### src/rtl/bp_pkg.sv
// Shared types and default sizes for the gshare PHT controller (bp_ctrl).
package bp_pkg;

    localparam int BP_IDX_W     = 5;
    localparam int BP_HIST_W    = 5;
    // Slot and queue index fields are sized for the widest supported PHT.
    localparam int BP_IDX_MAX_W = 16;

    typedef enum logic {
        ST_INIT = 1'b0,
        ST_RUN  = 1'b1
    } bp_state_e;

    typedef struct packed {
        logic                    valid;
        logic [31:0]             pc;
        logic [BP_IDX_MAX_W-1:0] idx;
        logic                    pred;
    } bp_slot_t;

    typedef struct packed {
        logic [BP_IDX_MAX_W-1:0] idx;
        logic                    taken;
    } bp_upd_t;

endpackage

### src/rtl/bp_upd_fifo.sv
// Synchronous FIFO of pending PHT counter updates; a push into a full queue
// is still accepted when a pop happens in the same cycle. No write-to-read bypass.
module bp_upd_fifo
    import bp_pkg::*;
#(
    parameter int DEPTH = 4
) (
    input  logic                   clk,
    input  logic                   reset,
    input  logic                   push,
    input  bp_upd_t                din,
    input  logic                   pop,
    output bp_upd_t                dout,
    output logic [$clog2(DEPTH):0] count,
    output logic                   full,
    output logic                   empty
);

    localparam int PTR_W = $clog2(DEPTH);

    bp_upd_t          mem [DEPTH];
    logic [PTR_W-1:0] wr_ptr;
    logic [PTR_W-1:0] rd_ptr;
    logic             push_ok;
    logic             pop_ok;

    assign empty   = (count == '0);
    assign full    = (count == (PTR_W + 1)'(DEPTH));
    assign pop_ok  = pop & ~empty;
    assign push_ok = push & (~full | pop_ok);
    assign dout    = mem[rd_ptr];

    always_ff @(posedge clk or posedge reset) begin
        if (reset) begin
            wr_ptr <= '0;
            rd_ptr <= '0;
            count  <= '0;
        end else begin
            if (push_ok) wr_ptr <= wr_ptr + 1'b1;
            if (pop_ok)  rd_ptr <= rd_ptr + 1'b1;
            case ({push_ok, pop_ok})
                2'b10:   count <= count + 1'b1;
                2'b01:   count <= count - 1'b1;
                default: count <= count;
            endcase
        end
    end

    always_ff @(posedge clk) begin
        if (push_ok) mem[wr_ptr] <= din;
    end

endmodule

### src/rtl/bp_ctrl.sv
// gshare PHT controller: GHR, lookup index, IF/ID/EX shadow slots, mispredict
// detection and PHT write scheduling. Optional counters under BP_CTRL_STATS_EN.
module bp_ctrl
    import bp_pkg::*;
#(
    parameter int IDX_W    = BP_IDX_W,
    parameter int HIST_W   = BP_HIST_W,
    parameter int Q_DEPTH  = 4,
    parameter     INIT_CNT = 2'b01
) (
    input  logic              clk,
    input  logic              reset,
    input  logic              stall,
    input  logic [31:0]       if_pc,
    output logic [IDX_W-1:0]  lookup_idx,
    input  logic              lookup_taken,
    output logic              pred_taken,
    input  logic              ex_is_branch,
    input  logic              ex_taken,
    input  logic [31:0]       ex_target,
    output logic              mispredict,
    output logic [31:0]       redirect_pc,
    output logic              upd_valid,
    output logic              upd_init,
    output logic [IDX_W-1:0]  upd_idx,
    output logic              upd_taken,
    input  logic              upd_ready,
    output logic              init_done,
    output logic [HIST_W-1:0] ghr,
    output bp_state_e         fsm_state,
    output logic [2:0]        slot_valid
`ifdef BP_CTRL_STATS_EN
    ,
    output logic [31:0]       stat_branches,
    output logic [31:0]       stat_mispred,
    output logic [31:0]       stat_drops
`endif
);

    if (HIST_W < 2 || HIST_W > IDX_W || IDX_W > BP_IDX_MAX_W || Q_DEPTH < 2 ||
        (Q_DEPTH & (Q_DEPTH - 1)) != 0 || $bits(INIT_CNT) != 2) begin : g_bad_params
        $error("bp_ctrl: illegal parameterisation");
    end

    bp_state_e                state, state_next;
    logic [IDX_W-1:0]         init_cnt;
    bp_slot_t                 if_s, id_s, ex_s;
    bp_upd_t                  q_head;
    logic [$clog2(Q_DEPTH):0] q_count;
    logic                     q_full, q_empty, pop, accepted;
    logic                     unused_bits;

    assign lookup_idx  = if_pc[IDX_W+1:2] ^ IDX_W'(ghr);
    assign accepted    = ex_is_branch & ex_s.valid & ~stall;
    assign mispredict  = accepted & (ex_taken != ex_s.pred);
    assign redirect_pc = ex_taken ? ex_target : ex_s.pc + 32'd4;
    assign init_done   = (state == ST_RUN);
    assign fsm_state   = state;
    assign slot_valid  = {ex_s.valid, id_s.valid, if_s.valid};
    assign unused_bits = ^{ex_s.idx, q_head.idx, q_count, q_full};

    // Write port: a write transfers on the cycle upd_valid & upd_ready are both
    // high; upd_valid never depends on upd_ready and, once raised, the request
    // (upd_init/upd_idx/upd_taken) holds until that transfer.
    always_comb begin
        state_next = state;
        upd_valid  = 1'b0;
        upd_init   = 1'b0;
        upd_idx    = '0;
        upd_taken  = 1'b0;
        pred_taken = 1'b0;
        pop        = 1'b0;
        case (state)
            ST_INIT: begin
                upd_valid = 1'b1;
                upd_init  = 1'b1;
                upd_idx   = init_cnt;
                if (upd_ready && init_cnt == '1) state_next = ST_RUN;
            end
            ST_RUN: begin
                pred_taken = lookup_taken;
                upd_valid  = ~q_empty;
                upd_idx    = IDX_W'(q_head.idx);
                upd_taken  = q_head.taken;
                pop        = ~q_empty & upd_ready;
            end
            default: state_next = ST_INIT;
        endcase
    end

    always_ff @(posedge clk or posedge reset) begin
        if (reset) begin
            state    <= ST_INIT;
            init_cnt <= '0;
            ghr      <= '0;
        end else begin
            state <= state_next;
            if (state == ST_INIT && upd_ready) init_cnt <= init_cnt + 1'b1;
            if (accepted) ghr <= {ghr[HIST_W-2:0], ex_taken};
        end
    end

    // A redirect kills the two younger slots; EX inherits the dead ID slot.
    always_ff @(posedge clk or posedge reset) begin
        if (reset) begin
            if_s <= '0;
            id_s <= '0;
            ex_s <= '0;
        end else if (!stall) begin
            if (mispredict) begin
                if_s <= '0;
                id_s <= '0;
                ex_s <= '{valid: 1'b0, pc: id_s.pc, idx: id_s.idx, pred: id_s.pred};
            end else begin
                if_s <= '{valid: 1'b1, pc: if_pc,
                          idx: BP_IDX_MAX_W'(lookup_idx), pred: pred_taken};
                id_s <= if_s;
                ex_s <= id_s;
            end
        end
    end

    bp_upd_fifo #(.DEPTH(Q_DEPTH)) u_fifo (
        .clk   (clk),
        .reset (reset),
        .push  (accepted),
        .din   ('{idx: ex_s.idx, taken: ex_taken}),
        .pop   (pop),
        .dout  (q_head),
        .count (q_count),
        .full  (q_full),
        .empty (q_empty)
    );

`ifdef BP_CTRL_STATS_EN
    logic q_drop;
    assign q_drop = accepted & q_full & ~pop;

    always_ff @(posedge clk or posedge reset) begin
        if (reset) begin
            stat_branches <= '0;
            stat_mispred  <= '0;
            stat_drops    <= '0;
        end else begin
            if (accepted   && stat_branches != '1) stat_branches <= stat_branches + 32'd1;
            if (mispredict && stat_mispred  != '1) stat_mispred  <= stat_mispred + 32'd1;
            if (q_drop     && stat_drops    != '1) stat_drops    <= stat_drops + 32'd1;
        end
    end
`endif

endmodule
### config.mk
export PLATFORM = sky130hd
export DESIGN_NAME = bp_ctrl
export DESIGN_NICKNAME = d
export VERILOG_FILES = /design/src/rtl/bp_pkg.sv /design/src/rtl/bp_upd_fifo.sv /design/src/rtl/bp_ctrl.sv
export SDC_FILE = /design/constraint.sdc
export NUM_CORES = 1
export LEC_CHECK = 0
export ABC_CLOCK_PERIOD_IN_PS = 4240
export CORE_ASPECT_RATIO = 1.5
export CORE_UTILIZATION = 35
export DETAILED_ROUTE_END_ITERATION = 10
export HOLD_SLACK_MARGIN = 0.02
export PLACE_DENSITY = 0.65
export SKIP_LAST_GASP = 1
export SLEW_MARGIN = 0
export SYNTH_ARGS = -nofsm -noshare
export SYNTH_HDL_FRONTEND = slang
export SYNTH_SLANG_ARGS = --single-unit
### constraint.sdc
create_clock -name clk -period 4.24 [get_ports clk]
set_input_delay 0.848 -clock clk [delete_from_list [all_inputs] [get_ports clk]]
set_output_delay 0.848 -clock clk [all_outputs]
set_load 0.01 [all_outputs]
==> summary.txt <==
Status
  • Status: finished, final reports clean

Final layout
  • Filler cell count: 1922
  • Fin util: 0.459
  • Share of layout cells above drive strength 1: 0.127
  • Diodes inserted: 0
  • Finished Layout Cells: 1090
  • Final net count: approximately 890
  • Area delta synth->final: 28.1%
  • Design area: roughly 9400 µm²

Clock tree
  • Root Driver: clkbuf_16
  • H-Tree Depth: 4
  • Post-CTS Setup Inserts: 0
  • Sinks on Clock Net: around 160
  • Bufs on Longest Clock Path: 2
  • Post-CTS resize count: 0
  • Clock transition at path regs: 70 ps
  • Num CTS Buffers: 17
  • Hold buffer count at cts: 0
  • Clock latency on the worst-skew pair: between 400 and 500 ps
  • TritonCTS clock tree: yes

Logic synthesis
  • Post-synth ARST share: 0.849
  • Unique masters post-synth: 40
  • Top FF cell, synth: dfrtp_1
  • Mapped Nets: 785
  • Cells after synthesis: 706
  • Synth Cell Area: 7320 µm²
  • Post-synth EDFFs: 24
  • Post-synthesis sequential area ratio: 0.560
  • Avg Cell Area, Syn: 10.4 µm²
  • #FFs+latches synth: 159
  • Synthesis Warnings: 0

Worst setup path
  • Worst path cell trace: and4_1, nand4_2, or4_1, a31oi_1, clkdlybuf4s50_1
  • CP Max Fanout: 19
  • Critical path endpoint category: primary output
  • Critical path required time: 3390 ps
  • Slowest cell on the critical path: clkdlybuf4s50_1
  • Crit path launch: ex_s[21]
  • Critical path arrival: between 3000 and 4000 ps
  • Crit Path Class: flop to primary output
  • Reg-to-Reg Start: fsm_state
  • Worst setup SP type: flop
  • Worst path max stage delay: a little under 600 ps

Pwr
  • VDD IR-drop max: 0.342 mV
  • Combinational power share: 0.220
  • Power per cell area: 481 nW/µm²
  • Net switching power: around 1.3 mW
  • Leakage power: between 3 and 4 nW
  • Clk pwr share: 0.323
  • Switch share: 0.297
  • Internal cell power: 3.17 mW
  • Seq pwr share: 0.457

Route
  • Routed Antenna Nets: 0
  • Final WL: 15600 µm
  • Routed len/inst: between 10 and 15 µm
  • First-pass DRT Iterations: 4
  • Initial drt markers: about 310
  • Via count: 5176
  • DRC viols: 0
  • Via-per-instance ratio: 4.75

Hold path
  • Worst min-delay path category: flop to flop
  • HP Start: id_s[4]

Floorplan
  • Core Box Area: 20400 µm²
  • Die W: roughly 120 µm
  • Site Rows: 64
  • Die Height: 179 µm
  • Starting Density: 0.358
  • Top Ports: 128
  • Die area: 21500 µm²

Run
  • Max_cap viols: 0

Timing
  • Max Clock Freq: 257 MHz
  • Endpoints failing hold: 0
  • Final setup fails: 0
  • Worst clock skew: between 8 and 9 ps
  • Period utilization: 0.917
  • Final setup TNS: 0 ps
  • Worst-margin pin slew: approximately 800 ps
  • RSZ-0062 raised after global routing: false
  • Crit path time final: between 3000 and 4000 ps
  • Slew Limit Fails: 0
  • Hold WS: 480 ps
  • Relative max-transition margin: 0.476

GRT
  • Initial antenna violation count: 1
  • Vias in the first global route: 4868
  • Largest net degree at the start of global routing: 83
  • First-pass GRT wire length: 25200 µm
  • Total track usage: 0.151
  • GRT Residual Overflow: 0

Placed design
  • Hpwl dp: 10700 µm
  • Port bufs: 127
  • Placed insts: 1058
  • Placed inst area: between 8000 and 9000 µm²
  • GP Congestion: 0.749
[cells by family (layout without fill, tap and decap cells)]
| family | after synthesis | in the layout | share of synthesized area |
|---|---|---|---|
| simple gates | 264 | 264 | 0.163 |
| compound gates | 130 | 130 | 0.0982 |
| buf+inv | 62 | 182 | 0.0356 |
| flops | 159 | 159 | 0.560 |
| xor+xnor | 24 | 24 | 0.0287 |
| mux | 59 | 59 | 0.0999 |
| fa+ha+maj | 8 | 8 | 0.0147 |
[through the flow]
step	worst slack, ps	total power [mW]
final	353	4.51
after global routing	127	4.76
after CTS	295	4.57
after detailed placement	562	3.09
after global placement	569	3.06
after floorplan	1650	2.61
[worst max-delay path: cells and delay by family (launching register included)]
family	cells	cell delay (ps)
flops	1	440
buf+inv	1	580
compound gates	1	180
simple gates	3	1410
[synth_stat cells (all sizes together) (2+ instances only)]
cell | number | area, µm²
nand2 | 184 | 691
dfrtp | 135 | 3380
o21ai | 96 | 480
mux2 | 52 | 586
clkbuf | 36 | 135
edfxtp | 24 | 721
xor2 | 15 | 131
inv | 14 | 52.6
nand3 | 14 | 70.1
nor2 | 14 | 52.6
or4 | 13 | 97.6
a31oi | 12 | 75.1
buf | 12 | 72.6
nand4 | 9 | 77.6
o31ai | 9 | 67.6
xnor2 | 9 | 78.8
and2 | 8 | 50.1
ha | 7 | 87.6
mux4 | 6 | 135
or3 | 5 | 31.3
and3 | 4 | 25.0
and4 | 4 | 37.5
o211ai | 4 | 30.0
a21oi | 3 | 15.0
nand3b | 3 | 22.5
a22oi | 2 | 15.0
nor2b | 2 | 12.5
nor3 | 2 | 10.0
[worst paths after layout]
path                       cells past startpoint  slack [ps]                to
max                                            5         350   redirect_pc[25]
min                                            2         480           id_s[4]
max reg2reg                                    3        2150  u_fifo.mem[1][4]
min reg2reg                                    2         480           id_s[4]
max in group asynchronous                      3        2630          ex_s[46]
min in group asynchronous                      2         820           id_s[2]
[routing by layer]
metal,vias to the layer above,GRT usage,share of wire
li1,2662,-,-
met1,2389,0.205,0.49
met2,112,0.236,0.46
met3,13,0.0356,0.043
met4,0,0.0516,0.014
met5,-,0,0
[registers in the layout (all words and copies together) (netlist names)]
| name | count |
|---|---|
| u_fifo.rd_ptr | 2 |
| slot_valid | 3 |
| if_s | 38 |
| u_fifo.count | 3 |
| ex_s | 38 |
| u_fifo.wr_ptr | 2 |
| fsm_state | 1 |
| u_fifo.mem | 24 |
| init_cnt | 5 |
| id_s | 38 |
| ghr | 5 |
[placed cells by master (no fill, tap or decap), types with 2 or more instances in the layout]
| cell type | n |
|---|---|
| and3_1 | 4 |
| nor3_1 | 2 |
| clkinvlp_4 | 3 |
| o31ai_1 | 9 |
| inv_8 | 3 |
| inv_1 | 13 |
| dfrtp_1 | 135 |
| mux2_2 | 52 |
| or3_1 | 5 |
| nand4_1 | 7 |
| nand3_1 | 14 |
| nand3b_1 | 3 |
| clkdlybuf4s50_1 | 126 |
| clkbuf_16 | 17 |
| nand2_1 | 184 |
| mux4_2 | 6 |
| and4_1 | 3 |
| a31oi_1 | 12 |
| a21oi_1 | 3 |
| buf_4 | 8 |
| o21ai_0 | 96 |
| clkinv_8 | 2 |
| edfxtp_1 | 24 |
| nor2_1 | 14 |
| clkinv_4 | 2 |
| a22oi_1 | 2 |
| xor2_1 | 15 |
| ha_1 | 7 |
| or4_1 | 13 |
| nor2b_1 | 2 |
| o211ai_1 | 4 |
| inv_6 | 5 |
| xnor2_1 | 9 |
| and2_1 | 8 |
[final cells by class]
type	instances	area, µm²	area share
Clock buffer	17	425	0.0454
Clock inverter	15	148	0.0158
Timing Repair Buffer	136	1350	0.144
Sequential cell	159	4100	0.437
Inverter	14	56.3	0.00601
Tap cell	264	330	0.0353
Multi-Input combinational cell	485	2960	0.316
[power groups by stage]
stage	clock network [mW]	registers [mW]	logic, mW
floorplan	0	2.00	0.611
global placement	0	2.08	0.982
detailed placement	0	2.09	0.995
CTS	1.49	2.06	1.01
global route	1.55	2.10	1.10
finish	1.46	2.06	0.994
(Power assumes the default switching activity.)
